## config.mk

```make
export PLATFORM = sky130hd
export DESIGN_NAME = ret_uart_tx
export DESIGN_NICKNAME = d
export VERILOG_FILES = /design/src/rtl/ret_uart_tx.sv
export SDC_FILE = /design/constraint.sdc
export NUM_CORES = 1
export LEC_CHECK = 0
export CORE_AREA = 2 2 56 58
export DETAILED_ROUTE_END_ITERATION = 10
export DIE_AREA = 0 0 58 60
export GPL_TIMING_DRIVEN = 0
export PLACE_DENSITY_LB_ADDON = 0.05
export RECOVER_POWER = 25
export SYNTH_ARGS = -nofsm -noshare
export SYNTH_HDL_FRONTEND = slang
export SYNTH_SLANG_ARGS = --single-unit
```

## constraint.sdc

```tcl
create_clock -name clk_i -period 5 [get_ports clk_i]
set_clock_uncertainty 0.15 [all_clocks]
set_input_delay 0.5 -clock clk_i [delete_from_list [all_inputs] [get_ports clk_i]]
set_output_delay 0.5 -clock clk_i [all_outputs]
set_load 0.05 [all_outputs]
```

## src/rtl/ret_uart_tx.sv

```systemverilog
// UART transmitter: start bit, DATA_BITS data bits LSB first, optional parity
// bit, STOP_BITS stop bits. Every output is a flop, so tx_o never glitches.
module ret_uart_tx #(
  parameter int    CLKS_PER_BIT = 217,
  parameter int    DATA_BITS    = 8,
  parameter string PARITY       = "NONE",
  parameter int    STOP_BITS    = 1
) (
  input  logic                 clk_i,
  input  logic                 rst_i,
  input  logic [DATA_BITS-1:0] dat_i,
  input  logic                 valid_i,
  output logic                 ready_o,
  output logic                 tx_o,
  output logic                 busy_o,
  output logic                 done_o
);

  localparam int BAUD_W = (CLKS_PER_BIT > 1) ? $clog2(CLKS_PER_BIT) : 1;
  localparam int BIT_W  = $clog2(DATA_BITS + 1);
  localparam bit PAR_EN  = (PARITY != "NONE");
  localparam bit PAR_ODD = (PARITY == "ODD");
  localparam logic [BAUD_W-1:0] BAUD_LAST = BAUD_W'(CLKS_PER_BIT - 1);
  localparam logic [BIT_W-1:0]  DATA_LAST = BIT_W'(DATA_BITS - 1);
  localparam logic [BIT_W-1:0]  STOP_LAST = BIT_W'(STOP_BITS - 1);
  localparam logic [BIT_W-1:0]  BIT_ONE   = BIT_W'(1);
  localparam logic [BAUD_W-1:0] BAUD_ONE  = BAUD_W'(1);

  generate
    if (CLKS_PER_BIT < 2) begin : g_bad_cpb
      $error("ret_uart_tx: CLKS_PER_BIT must be at least 2");
    end
    if (DATA_BITS < 5 || DATA_BITS > 8) begin : g_bad_data_bits
      $error("ret_uart_tx: DATA_BITS must be in 5..8");
    end
    if (STOP_BITS < 1 || STOP_BITS > 2) begin : g_bad_stop_bits
      $error("ret_uart_tx: STOP_BITS must be 1 or 2");
    end
    if (PARITY != "NONE" && PARITY != "EVEN" && PARITY != "ODD") begin : g_bad_parity
      $error("ret_uart_tx: PARITY must be NONE, EVEN or ODD");
    end
  endgenerate

  typedef enum logic [2:0] {
    S_IDLE,
    S_START,
    S_DATA,
    S_PARITY,
    S_STOP
  } state_t;

  state_t               state_reg, state_next;
  logic [BAUD_W-1:0]    baud_cnt_reg, baud_cnt_next;
  logic [BIT_W-1:0]     bit_cnt_reg, bit_cnt_next;
  logic [DATA_BITS-1:0] shift_reg, shift_next;
  logic                 parity_reg, parity_next;
  logic                 tx_reg, tx_next;
  logic                 ready_reg, ready_next;
  logic                 busy_reg, busy_next;
  logic                 done_reg, done_next;

  logic accept;
  logic bit_end;

  // ready_reg is only ever high in IDLE, so it alone qualifies acceptance.
  assign accept  = valid_i && ready_reg;
  assign bit_end = (baud_cnt_reg == BAUD_LAST);

  // State register
  always_ff @(posedge clk_i) begin
    if (rst_i) begin
      state_reg <= S_IDLE;
    end else begin
      state_reg <= state_next;
    end
  end

  // Next-state logic
  always_comb begin
    state_next = state_reg;
    unique case (state_reg)
      S_IDLE: begin
        if (accept) state_next = S_START;
      end
      S_START: begin
        if (bit_end) state_next = S_DATA;
      end
      S_DATA: begin
        if (bit_end && bit_cnt_reg == DATA_LAST) begin
          state_next = PAR_EN ? S_PARITY : S_STOP;
        end
      end
      S_PARITY: begin
        if (bit_end) state_next = S_STOP;
      end
      S_STOP: begin
        if (bit_end && bit_cnt_reg == STOP_LAST) state_next = S_IDLE;
      end
      default: state_next = S_IDLE;
    endcase
  end

  // Baud/bit counters and the data shifter
  always_comb begin
    baud_cnt_next = baud_cnt_reg + BAUD_ONE;
    bit_cnt_next  = bit_cnt_reg;
    shift_next    = shift_reg;
    parity_next   = parity_reg;
    if (state_reg == S_IDLE) begin
      baud_cnt_next = '0;
      bit_cnt_next  = '0;
      if (accept) begin
        shift_next  = dat_i;
        parity_next = (^dat_i) ^ PAR_ODD;
      end
    end else if (bit_end) begin
      baud_cnt_next = '0;
      case (state_reg)
        S_DATA: begin
          shift_next   = shift_reg >> 1;
          bit_cnt_next = (bit_cnt_reg == DATA_LAST) ? '0 : bit_cnt_reg + BIT_ONE;
        end
        S_STOP: begin
          bit_cnt_next = (bit_cnt_reg == STOP_LAST) ? '0 : bit_cnt_reg + BIT_ONE;
        end
        default: bit_cnt_next = bit_cnt_reg;
      endcase
    end
  end

  // Outputs are decoded from the next state so they land in flops aligned with it
  always_comb begin
    tx_next    = 1'b1;
    ready_next = (state_next == S_IDLE);
    busy_next  = (state_next != S_IDLE);
    done_next  = (state_next == S_STOP) && (baud_cnt_next == BAUD_LAST) &&
                 (bit_cnt_next == STOP_LAST);
    case (state_next)
      S_START:  tx_next = 1'b0;
      S_DATA:   tx_next = shift_next[0];
      S_PARITY: tx_next = parity_next;
      default:  tx_next = 1'b1;
    endcase
  end

  always_ff @(posedge clk_i) begin
    if (rst_i) begin
      baud_cnt_reg <= '0;
      bit_cnt_reg  <= '0;
      shift_reg    <= '0;
      parity_reg   <= 1'b0;
      tx_reg       <= 1'b1;
      ready_reg    <= 1'b0;
      busy_reg     <= 1'b0;
      done_reg     <= 1'b0;
    end else begin
      baud_cnt_reg <= baud_cnt_next;
      bit_cnt_reg  <= bit_cnt_next;
      shift_reg    <= shift_next;
      parity_reg   <= parity_next;
      tx_reg       <= tx_next;
      ready_reg    <= ready_next;
      busy_reg     <= busy_next;
      done_reg     <= done_next;
    end
  end

  assign tx_o    = tx_reg;
  assign ready_o = ready_reg;
  assign busy_o  = busy_reg;
  assign done_o  = done_reg;

endmodule

```

==> flow_summary_export.csv <==
group,metric,value,unit
status,status,"complete, no violations",
cells_and_area,seq_area,560.5,um2
synth,yosysSeqAreaShare,0.3651,
pwr,p_leak,0.6415,nW
routing,drc,0,
setup_path,crit_path_end_kind,"register",
synth,syn-mean-instance-area,8.874,um2
min_path,hold_depth,1,
routing,drtIter0Drc,109,
setup_path,path_class,"register to register",
routing,vias_per_cell,6.013,
die,dieArea,3480,um2
cells_and_area,final_util,0.6091,
synth,synth_nets,188,
min_path,hold_class,"register to register",
clocking,htree_levels,1,
timing,rsz0062_at_grt,"no",
synth,syn_inst,173,
cells_and_area,fin_nets,207,
synth,post_synth_mux_area_share,0.01956,
die,fp-row-count,20,
job,cap_violations,0,
die,start_util,0.5289,
timing,relSlewSlack,0.6689,
synth,ys_async_sr_fraction,0,
timing,slew_viol_final,0,
routing,firstDrtPassIters,4,
setup_path,start_kind,"register",
setup_path,worstPathMaxFanout,8,
die,die_h,60,um
clocking,numClockSinks,28,
placement,dp_hpwl,2345,um
setup_path,ff2ff_setup_slack,2780,ps
clocking,clkTransAtPathRegs,150,ps
placement,pre_cts_slack,2542,ps
global_routing,antenna_found_initial,0,
synth,yosys.area.top_type,"dfxtp_1",
global_routing,grt_max_degree,17,
global_routing,grt_pass1_vias,1248,
routing,drt_wl_total,3157,um
clocking,cts_hold_buf,0,
clocking,clk-insertion-delay-late,330,ps
synth,syn_area,1535,um2
placement,port_buffers,14,
cells_and_area,n_fill_cell,251,
synth,synthFlopType,"dfxtp_1",
synth,yosys_warnings,0,
routing,vias,1347,
setup_path,crit_required,5100,ps
timing,layout_setup_ws,2778,ps
cells_and_area,areaGrowthSynthToFinish,15.16,%
die,core,2903,um2
clocking,ctsRootBufferMaster,"clkbuf_4",
clocking,cts_tree,"yes",
synth,synth_commonest_cells,"dfxtp_1 (28), nor2_1 (26), inv_1 (9), nand3_1 (9), xnor2_1 (9)",
pwr,max-vdd-ir-drop,0.2043,mV
clocking,cts-buffers-inserted,3,
synth,netlist.area_leader.share,0.3651,
placement,place_congestion,0.8511,
pwr,power_density,256.4,nW/um2
timing,min_period_over_period,0.4445,
timing,tightestPinTransition,495.2,ps
synth,synth_xor_area_frac,0.07416,
global_routing,gr-total-overflow,0,
timing,min_period,2222,ps
synth,synth_compound_area_frac,0.1915,
setup_path,crit_arrival,2320,ps
setup_path,reg2reg_depth,7,
placement,postPlaceCellArea,1717,um2
die,io_pins,15,
synth,synthSimpleGateAreaFrac,0.2763,
global_routing,grt_pass1_wl,5423,um
cells_and_area,multi_input_area,910.9,um2
timing,setup_tns,0,ps
cells_and_area,fin_area,1768,um2
pwr,p_total,0.4533,mW
synth,synth.top_cells.by_area,"dfxtp_1 (37%), nor2_1 (6.4%), xnor2_1 (5.1%)",
synth,synth_adder_area_share,0.03260,
clocking,ctsLongestPathBuffers,2,
routing,wl_per_cell,14.09,um
die,dieWidth,58,um
synth,synth.distinct_cells,49,
cells_and_area,drive_gt1_frac,0.08377,
clocking,ctsResizeCount,0,
cells_and_area,insertedDiodeCount,0,
global_routing,grt_usage,0.2013,
synth,synth_top_family_by_area,"simple AND/OR/NAND/NOR gates",
timing,hold_viol,0,
timing,setup_viol,0,
synth,synth_edf_count,0,
routing,drtAntennaViolNets,0,
synth,yosysMostFrequentCell,"dfxtp_1",
clocking,cts_setup_buffers,0,
synth,ys_ff_latch,28,
timing,max_freq,0.4499,GHz
## critical path, stage by stage (launching register included)
cell	delay [ps]
dfxtp_1	440
inv_1	70
ha_1	220
and4b_1	290
a211o_1	440
nor2_2	160
nand3_1	90
a2111oi_2	290
## layout by cell type, fill, tap and decap left out, drive strengths merged, types with 3 or more instances in the layout
master	n
xnor2	9
mux2i	3
a211o	4
clkbuf	5
a211oi	3
nand3	9
nor2	27
o21ai	4
nand2	4
ha	4
a222oi	6
clkdlybuf4s50	14
dfxtp	28
and3b	3
nor2b	6
xor2	4
buf	3
nor3	6
inv	9
a21oi	7
## power breakdown
part / leakage [nW] / internal, mW / switching (mW) / total (mW)
Clock: 0.0279 / 0.0812 / 0.0674 / 0.149
Sequential: 0.227 / 0.231 / 0.00450 / 0.236
Combinational: 0.386 / 0.0311 / 0.0380 / 0.0690
Total: 0.642 / 0.343 / 0.110 / 0.453
## path summary, 6_finish.rpt
kind	from	to
worst min-delay path	baud_cnt_reg[0]	baud_cnt_reg[0]
worst max register to register	baud_cnt_reg[0]	done_o
worst min register to register	baud_cnt_reg[0]	baud_cnt_reg[0]
worst max-delay path	baud_cnt_reg[0]	done_o
## logic make-up after synthesis
kind of cell	count (synthesis)
flops	28
compound gates	36
mux	3
fa+ha+maj	4
simple gates	75
xor+xnor	13
buf+inv	14
## through the flow
stage	cells	hold WS [ps]
floorplan	173	299.2
detailed placement	220	327.2
finish	224	357.1
CTS	224	362.9
global route	224	381.6
global placement	220	320.3
## final cells by class
| class | count | share of cell area |
|---|---|---|
| multi-input cells | 131 | 0.5152 |
| flip-flops and latches | 28 | 0.3171 |
| repair buffers | 14 | 0.07926 |
| well taps | 33 | 0.02335 |
| inverters | 9 | 0.01911 |
| clock inverters | 1 | 0.01699 |
| plain buffers | 5 | 0.01628 |
| clock buffers | 3 | 0.01274 |
## layer usage
layer	vias to the layer above	wire (um)	global-route usage
met5	-	0	0
met4	0	44	0.08970
met3	5	133	0.03030
met2	35	1510	0.3523
met1	636	1468	0.2443
li1	671	-	-
Note: power is estimated with default switching activity, not from simulation.
